### src/rtl/dl_skid_buf.sv
`default_nettype none
// ============================================================================
// Module   : dl_skid_buf
// Purpose  : Elastic pipeline stage with one skid entry. Holds a main entry
//            (presented downstream) and a skid entry that absorbs the single
//            word in flight when downstream stalls. Keeps one transfer per
//            cycle with no combinational path from out_ready to in_ready.
//            Optional macro DL_SKID_BUF_STALL_CNT_EN adds a saturating
//            16-bit stall counter output (stall_cnt).
// Ports    : clk        - rising-edge clock
//            rst_n      - asynchronous active-low reset
//            flush      - synchronous flush, clears both entries
//            in_valid   - upstream data valid
//            in_data    - upstream payload [NUM_BITS-1:0]
//            in_ready   - stage can accept (flop output)
//            out_valid  - downstream data valid (flop output)
//            out_data   - downstream payload (flop output)
//            out_ready  - downstream accepts
//            stall_cnt  - (DL_SKID_BUF_STALL_CNT_EN only) stall cycle count
// Revision : 1.0 - initial release
// ============================================================================
module dl_skid_buf #(
  parameter int NUM_BITS = 32
) (
  input  logic                clk,
  input  logic                rst_n,
  input  logic                flush,
  input  logic                in_valid,
  input  logic [NUM_BITS-1:0] in_data,
  output logic                in_ready,
  output logic                out_valid,
  output logic [NUM_BITS-1:0] out_data,
  input  logic                out_ready
`ifdef DL_SKID_BUF_STALL_CNT_EN
  ,
  output logic [15:0]         stall_cnt
`endif
);

  // State encoding is {main_valid, skid_valid}; 2'b01 is the unreachable
  // illegal combination and is caught by the default branch.
  typedef enum logic [1:0] {
    S_EMPTY = 2'b00,
    S_ONE   = 2'b10,
    S_FULL  = 2'b11
  } state_t;

  state_t              r_state;
  state_t              w_state_nxt;
  logic                r_in_ready;
  logic [NUM_BITS-1:0] r_main_data;
  logic [NUM_BITS-1:0] r_skid_data;

  logic                w_in_fire;
  logic                w_out_fire;
  logic                w_main_load;
  logic                w_main_from_skid;
  logic                w_skid_load;
  logic [NUM_BITS-1:0] w_main_din;

  assign out_valid  = r_state[1];
  assign out_data   = r_main_data;
  assign in_ready   = r_in_ready;

  assign w_in_fire  = in_valid & r_in_ready;
  assign w_out_fire = r_state[1] & out_ready;
  assign w_main_din = w_main_from_skid ? r_skid_data : in_data;

  // Next-state and load decode
  always_comb begin
    w_state_nxt      = r_state;
    w_main_load      = 1'b0;
    w_main_from_skid = 1'b0;
    w_skid_load      = 1'b0;
    case (r_state)
      S_EMPTY: begin
        if (w_in_fire) begin
          w_main_load = 1'b1;
          w_state_nxt = S_ONE;
        end
      end
      S_ONE: begin
        if (w_in_fire && w_out_fire) begin
          w_main_load = 1'b1;
        end else if (w_in_fire) begin
          // Downstream stalled: the word in flight goes to the skid.
          w_skid_load = 1'b1;
          w_state_nxt = S_FULL;
        end else if (w_out_fire) begin
          w_state_nxt = S_EMPTY;
        end
      end
      S_FULL: begin
        // in_ready is low here, so only the drain path is possible.
        if (w_out_fire) begin
          w_main_load      = 1'b1;
          w_main_from_skid = 1'b1;
          w_state_nxt      = S_ONE;
        end
      end
      default: begin
        w_state_nxt = S_EMPTY;
      end
    endcase
    // Flush wins over any capture; data registers keep stale contents.
    if (flush) begin
      w_state_nxt      = S_EMPTY;
      w_main_load      = 1'b0;
      w_main_from_skid = 1'b0;
      w_skid_load      = 1'b0;
    end
  end

  always_ff @(posedge clk or negedge rst_n) begin
    if (!rst_n) begin
      r_state    <= S_EMPTY;
      r_in_ready <= 1'b1;
    end else begin
      r_state    <= w_state_nxt;
      // Registered copy of ~skid_valid so in_ready comes straight off a flop.
      r_in_ready <= (w_state_nxt != S_FULL);
    end
  end

  always_ff @(posedge clk or negedge rst_n) begin
    if (!rst_n) begin
      r_main_data <= '0;
      r_skid_data <= '0;
    end else begin
      if (w_main_load) begin
        r_main_data <= w_main_din;
      end
      if (w_skid_load) begin
        r_skid_data <= in_data;
      end
    end
  end

`ifdef DL_SKID_BUF_STALL_CNT_EN
  logic [15:0] r_stall_cnt;

  assign stall_cnt = r_stall_cnt;

  always_ff @(posedge clk or negedge rst_n) begin
    if (!rst_n) begin
      r_stall_cnt <= '0;
    end else if (flush) begin
      r_stall_cnt <= '0;
    end else if (r_state[1] && !out_ready && (r_stall_cnt != 16'hFFFF)) begin
      r_stall_cnt <= r_stall_cnt + 16'd1;
    end
  end
`endif

endmodule
`default_nettype wire

### config.mk
export PLATFORM = sky130hd
export DESIGN_NAME = dl_skid_buf
export DESIGN_NICKNAME = d
export VERILOG_FILES = /design/src/rtl/dl_skid_buf.sv
export SDC_FILE = /design/constraint.sdc
export NUM_CORES = 1
export LEC_CHECK = 0
export BUFFER_PORTS_ARGS = -buffer_cell sky130_fd_sc_hd__buf_2
export CAP_MARGIN = 5
export CORE_MARGIN = 3
export CORE_UTILIZATION = 35
export DETAILED_ROUTE_END_ITERATION = 6
export SLEW_MARGIN = 10
export SYNTH_ARGS = -nofsm -noshare
export SYNTH_HDL_FRONTEND = slang
export SYNTH_SLANG_ARGS = --single-unit
export TNS_END_PERCENT = 50
### constraint.sdc
create_clock -name clk -period 2.2 [get_ports clk]
set_input_delay 0.22 -clock clk [delete_from_list [all_inputs] [get_ports clk]]
set_output_delay 0.22 -clock clk [all_outputs]
set_load 0.01 [all_outputs]
# Word-level counts from Yosys, hierarchy flattened
# Cells that the tools add are included.
# totals
ramBits,0
latchBits,0
memories,0
in_bits,37
wordCells,29
regBits,67
mem_bits_ro,0
# op_classes
multipliers,0
eq_ne,3
n_reduce_logical,2
n_lt_le_gt_ge,0
n_shift,0
n_div,0
n_bitwise,2
addsub,0
muxes,18
# op_table
op,n
$mux W32,1
$mux W2,6
$mux W1,9
$pmux W2 S3,1
$eq A2 B2 Y1 const B,2
$pmux W1 S3,1
$and A1 B1 Y1,2
$logic_not A2 Y1,1
$ne A2 B2 Y1 const B,1
$logic_and A1 B1 Y1,1

# Logic depth before layout (Yosys ltp)
# Gate-level depths: netlist of the first run.
# logic_depth
depth_word,7
depth_mapped,4
depth_no_buf,3

# Worst setup path after synthesis of the first run
# No wires, ideal clock.
# synth_timing
path_kind,register to register
start,register r_in_ready (netlist: in_ready)
end,register r_main_data[0] (netlist: out_data[0])
arrival_ns,1.610
stages_incl_launch_ff,5
slack_ns,0.465
period_less_slack_ns,1.735
setup_time_ns,0.125
path_cell_list,dfstp_2 -> a21oi_1 -> a2111oi_4 -> buf_6 -> mux2_4
# synth_between
elab_chain_cells,5
word_cells_on_any_way,6
# synth_lines
item,line,rtl
from (decl),50,logic r_in_ready;
from (signal assigned),121,r_in_ready <= (w_state_nxt != S_FULL);
$and A1 B1 Y1 *,65,assign w_in_fire = in_valid & r_in_ready;
$logic_and A1 B1 Y1,83,if (w_in_fire && w_out_fire) begin
$mux W1,83,
$pmux W1 S3 *,75,case (r_state)
$mux W1 *,106,if (flush) begin
to (signal assigned),131,r_main_data <= w_main_din;
to (decl),51,logic [NUM_BITS-1:0] r_main_data;
# Mark *: on every way between the ends. The rest lies on a longest branch, timed or not.
# A chain may end at the register's enable or synchronous reset.

# Worst setup path after layout of the first run
# layout_timing
start,register r_state[1]
end,register r_main_data[3] (netlist: out_data[3])
# layout_between
elab_chain_cells,5
word_cells_on_any_way,12
# layout_lines
item,line,rtl
from (decl),48,state_t r_state;
from (signal assigned),119,r_state <= w_state_nxt;
$and A1 B1 Y1,66,assign w_out_fire = r_state[1] & out_ready;
$logic_and A1 B1 Y1 / $mux W1 (equally long branches),"83, 95",
$mux W1 (on tied branches),"83, 75",
$pmux W1 S3 / $mux W1 (equally long branches),"75, 106",
$mux W1 / $mux W32 (equally long branches),"106, 67",
# Several ways; a longest one is shown, not always the timed one.

==> reports/results.ini, run 1 <==
[clock_tree]
cts_tree=done
cts_sinks=67
cts_buffers=9
htreeDepth=3
clkSlewWorstSetupHoldPaths_ns=0.08
cts-root-buf=clkbuf_8
clkLatencyLatePin_ns=0.33
ctsLongestPathBuffers=2

[sta]
finalHoldViolations=0
setup_viol_count_final=0
finClkSkew_ns=0.0150
maxSlewHeadroom=0.574
max_clock_freq_mhz=506
worstMarginPinSlew_ns=0.639
tns_ns=0
post-route-period-util=0.898
rsz0062_at_grt=no
period_needed_ns=1.98
slew_violations=0

[yosys]
synth_top_area_cell=dfrtp_1
syn_area_per_cell_um2=16.7
yosysTopAreaCellShare=0.538
synth_area_um2=3070
synth-seq-cells=67
synth_cells=184
yosys_warnings=0
yosysUniqueCellTypes=17
synth_nets=221
synth.area.top_cells=dfrtp_1, mux2_4, mux2_2
ys_seq_area_frac=0.546

[grt]
grtUsageTotal=0.119
grt_max_degree=68
grt_pass1_vias=1817
grt_pass1_wl_um=9140
overflow=0
antenna_found_initial=0

[worst_setup_path]
critPathLaunchType=flip-flop
crit_arrival_ns=2.19
cp_max_fo=32
worstSetupPathType=reg -> reg
slowest_stage=nand4b_4
critPathRequiredTime_ns=2.41
max_stage_delay_ns=0.55
crit_chain=nand4b_4, mux2_1, mux2_4
cp-end-kind=flip-flop

[detailed_routing]
detail_route.iter0.violations=39
vias=1708
drc_errors=0
routed_via_density=4.62
first_pass_iters=3
routed_wirelength_um=5730
wire_per_inst_um=15.5
antenna_left=0

[outcome]
status=complete, no violations

[floorplanning]
die_area_um2=9940
io_pins=71
core_area_um2=8380
die_h_um=99.7
initial_core_util=0.366
die_w_um=99.7
rows=33

[flow_run]
drv_cap=0

[layout]
drive_gt1_frac=0.589
regArea_um2=1680
nets=299
areaGrowthSynthToFinish_pct=20.8
multi_input_area_um2=1300
n_antenna_cell=0
n_fill_cell=779

[power_and_ir_drop]
p_leak_nw=1.75
irDropWorstVdd_mv=0.299
powerDensity_nw_per_um2=884
p_total_mw=3.28

[placed_design]
numPortBuffers=70
dp_hpwl_um=3830
gp_congestion=0.722

[hold_path]
hp-class=in -> reg

cell usage after synthesis:
| cell type | count |
|---|---|
| dfrtp_1 | 66 |
| mux2_2 | 34 |
| mux2_1 | 32 |
| mux2_4 | 30 |
| buf_6 | 6 |
| buf_4 | 3 |
| a21oi_1 | 2 |
| inv_1 | 2 |
| a2111oi_4 | 1 |
| dfstp_2 | 1 |
| nand2b_1 | 1 |
| nand3b_1 | 1 |
| nand4b_4 | 1 |
| nor2b_1 | 1 |
| nor3_2 | 1 |
| o21ai_0 | 1 |
| or3_1 | 1 |
layout make-up:
| type | instances | area share |
|---|---|---|
| clock buffer | 11 | 0.0381 |
| inverter | 2 | 0.00202 |
| multi-input combinational | 106 | 0.351 |
| sequential | 67 | 0.452 |
| tap | 105 | 0.0354 |
| timing repair buffer | 76 | 0.111 |
| clock inverter | 3 | 0.0108 |
power by group:
group          internal (mW)  total, mW  switching [mW]
Sequential              1.51       1.64           0.131
Clock                  0.539      0.979           0.440
Combinational          0.406      0.660           0.254
Total                   2.45       3.28           0.825
state kept, by name (all words and copies together) (netlist names):
signal       count
out_data        32
r_skid_data     32
r_state          2
in_ready         1
what timing repair did:
item | CTS | global route
buffers inserted | 0 | 0
gates resized for setup | 0 | 0
hold buffers | 1 | 0
hold endpoints to repair | 66 | 0
placed cells by master, fill, tap and decap left out, drive strengths merged, types with 2 or more instances in the layout:
cell type,synthesis,routed
dfrtp,66,66
inv,2,2
clkbuf,0,11
clkinv,0,2
mux2,96,96
a21oi,2,2
buf,9,75
metrics by stage:
step	utilization	setup WS (ns)	area [um2]	hold WS, ns	std cells
after floorplan	-	0.465	3070	-0.0756	184
after global placement	0.420	0.206	3520	0.271	355
after detailed placement	0.420	0.194	3520	0.273	355
after CTS	0.443	0.178	3710	0.102	370
after global routing	0.443	0.0829	3710	0.121	370
final	0.443	0.224	3710	0.120	370
worst max-delay path: cells and delay by family, from the launching register on:
kind	cells	cell delay (ns)
flip-flops	1	0.50
multiplexers	2	0.79
AND/OR/NAND/NOR	1	0.55
cell families (layout without fill, tap and decap cells):
logic type             Yosys count  after routing  synth area share
AO/OA/AOI/OAI                    4              4            0.0138
buffers and inverters           11             92            0.0318
flip-flops                      67             67             0.546
multiplexers                    96             96             0.389
AND/OR/NAND/NOR                  6              6            0.0196
layer usage:
metal  GRT usage  part of all wire
met2       0.191              0.47
met1       0.146              0.46
met5           0                 0
met4      0.0662             0.019
met3      0.0302             0.049
worst paths after layout:
kind | from | to | slack [ns] | cells after the start
setup / recovery | r_state[1] | out_data[3] | 0.22 | 3
hold / removal | in_data[5] | r_skid_data[5] | 0.12 | 2
setup reg to reg | r_state[1] | out_data[3] | 0.22 | 3
hold reg to reg | r_skid_data[5] | r_skid_data[5] | 0.49 | 1
max in group asynchronous | rst_n | in_ready | 1.45 | 3
min in group asynchronous | rst_n | out_data[14] | 0.42 | 3
No activity file was read; power rests on OpenSTA's default activity.
==> run 2: changes to the inputs <==
--- a/config.mk
+++ b/config.mk
@@ -7,9 +7,12 @@
 export LEC_CHECK = 0
 export BUFFER_PORTS_ARGS = -buffer_cell sky130_fd_sc_hd__buf_2
 export CAP_MARGIN = 5
+export CELL_PAD_IN_SITES_DETAIL_PLACEMENT = 0
+export CELL_PAD_IN_SITES_GLOBAL_PLACEMENT = 1
 export CORE_MARGIN = 3
 export CORE_UTILIZATION = 35
 export DETAILED_ROUTE_END_ITERATION = 6
+export PLACE_DENSITY_LB_ADDON = 0.1
 export SLEW_MARGIN = 10
 export SYNTH_ARGS = -nofsm -noshare
 export SYNTH_HDL_FRONTEND = slang
==> reports/results.ini, run 2 (synthesis gave the netlist of run 1 again) <==
[sta]
setup_viol_count_final=0  ; unchanged
rsz0062_at_grt=no
period_needed_ns=1.81  ; -0.162 ns
maxSlewHeadroom=0.755  ; +0.182
worstMarginPinSlew_ns=0.367  ; -0.272 ns
tns_ns=0  ; unchanged
hold_ws_ns=0.125  ; +0.00587 ns
finalHoldViolations=0  ; unchanged
slew_violations=0  ; unchanged
max_clock_freq_mhz=551  ; +9.0%
finClkSkew_ns=0.00928  ; -0.00572 ns
post-route-period-util=0.824  ; -0.0738

[detailed_routing]
detail_route.iter0.violations=56  ; +44%
first_pass_iters=4  ; +1
wire_per_inst_um=15.5  ; +0.38%
routed_via_density=4.60  ; -0.25%
antenna_left=0  ; unchanged
routed_wirelength_um=5780  ; +0.93%
vias=1713  ; +0.29%
drc_errors=0  ; unchanged

[power_and_ir_drop]
p_int_mw=2.35  ; -4.1%
switching_share=0.259  ; +0.00755
irDropWorstVdd_mv=0.465  ; +55%
powerDensity_nw_per_um2=852  ; -3.6%
power_frac_seq=0.518  ; +0.018
p_leak_nw=1.76  ; +0.21%
p_comb_frac=0.208  ; +0.007
p_switching_mw=0.824  ; -0.18%
pwr-share-clk=0.274  ; -0.024

[clock_tree]
clkSlewWorstSetupHoldPaths_ns=0.07  ; about the same
cts_resized=0  ; unchanged
ctsLongestPathBuffers=2  ; unchanged
clkLatencyLatePin_ns=0.33  ; about the same
cts_sinks=67  ; unchanged
cts_buffers=9  ; unchanged
cts-root-buf=clkbuf_8
cts_tree=done
htreeDepth=3  ; unchanged

[outcome]
status=complete, no violations

[grt]
antenna_found_initial=0  ; unchanged
grt_pass1_wl_um=9610  ; +5.2%
grtUsageTotal=0.127  ; +0.00791
overflow=0  ; unchanged
grt_pass1_vias=1821  ; +0.22%
grt_max_degree=68  ; unchanged

[worst_setup_path]
worstSetupPathType=reg -> reg
crit_arrival_ns=2.03  ; -0.16 ns
reg2reg_from=in_ready
cp_max_fo=12  ; -63%
reg2regPathDepth=4  ; +1
ff2ff_setup_slack_ns=0.39  ; +0.16 ns
critPathRequiredTime_ns=2.42  ; about the same
max_stage_delay_ns=0.54  ; about the same
crit_chain=a21oi_1, a2111oi_4, buf_4, mux2_2
cp-startpoint=in_ready
crit_buf_inv=1  ; +1
critPathLaunchType=flip-flop
slowest_stage=dfstp_2
cp-end-kind=flip-flop
cp_top_family=flip-flops
reg2reg_to=out_data[11]

[hold_path]
holdPathStages=2  ; unchanged
hp-class=in -> reg
min_to=r_skid_data[5]
hold_start=in_data[5]

[floorplanning]
die_area_um2=9940  ; unchanged
die_w_um=99.7  ; unchanged
initial_core_util=0.366  ; unchanged
rows=33  ; unchanged
core_area_um2=8380  ; unchanged
io_pins=71  ; unchanged
die_h_um=99.7  ; unchanged

[layout]
n_antenna_cell=0  ; unchanged
final_common_cell=buf_2
areaGrowthSynthToFinish_pct=21.5
post-route-util=0.445  ; +0.00239
design_area_um2=3730  ; +0.54%
nets=299  ; unchanged
stdcell_count=372  ; +0.54%
drive_gt1_frac=0.584  ; -0.00441
mostFrequentLayoutCells=buf_2, dfrtp_1, mux2_2

[placed_design]
placed_cells=355  ; unchanged
placed_cell_area_um2=3560  ; +1.1%
dp_hpwl_um=3660  ; -4.5%
numPortBuffers=70  ; unchanged
gp_congestion=0.697  ; -3.5%

[flow_run]
drv_cap=0  ; unchanged

-- run 2: changes by cell type in the layout (fill, tap and decap cells not counted), sizes merged --
cell / previous run / this run
clkbuf: 11 / 13
clkinv: 2 / 3
bufinv: 1 / 0
-- run 2: area by class of cell --
type / instances / area, um2
Fill cell: 795 / 4650
Multi-Input combinational cell: 106 / 1300
Inverter: 2 / 7.51
Tap cell: 105 / 131
Timing Repair Buffer: 76 / 448
Sequential cell: 67 / 1680
Clock buffer: 13 / 149
Clock inverter: 3 / 15.0
-- run 2: worst max path at each step --
stage / endpoint / cells after the start / slack [ns]
2_1_floorplan: out_data[0] / 4 / 0.46
3_3_place_gp: out_data[11] / 4 / 0.42
3_5_place_dp: out_data[11] / 4 / 0.39
4_1_cts: out_data[11] / 4 / 0.37
5_1_grt: out_data[11] / 4 / 0.31
6_report: out_data[11] / 4 / 0.39
-- run 2: what timing repair did --
| action | in CTS | in global routing |
|---|---|---|
| hold buffers | 1 | 0 |
| setup buffers | 0 | 0 |
| endpoints found under the hold margin | 66 | 0 |
-- run 2: layer usage --
metal | global-route usage | up-vias | wire [um]
met2 | 0.180 | 52 | 2520
met3 | 0.0631 | 5 | 437
met1 | 0.171 | 842 | 2780
met4 | 0.0347 | 0 | 48
met5 | 0 | - | 0
li1 | - | 814 | -
-- run 2: stage by stage --
step	worst slack, ns	total power [mW]
floorplan	0.465	2.07
global placement	0.425	2.33
CTS	0.373	3.25
finish	0.386	3.18
detailed placement	0.385	2.34
global route	0.312	3.37
-- run 2: power groups by stage --
stage	sequential (mW)	clock, mW	combinational [mW]
4_1_cts	1.65	0.928	0.675
5_1_grt	1.69	0.968	0.721
3_5_place_dp	1.67	0	0.673
6_report	1.65	0.871	0.660
3_3_place_gp	1.67	0	0.661
2_1_floorplan	1.70	0	0.376
-- run 2: worst register-to-register path: cells and delay by family (launching register included) --
family          cells  cell delay (ns)
compound gates      2             0.47
mux                 1             0.37
flops               1             0.54
buf+inv             1             0.32
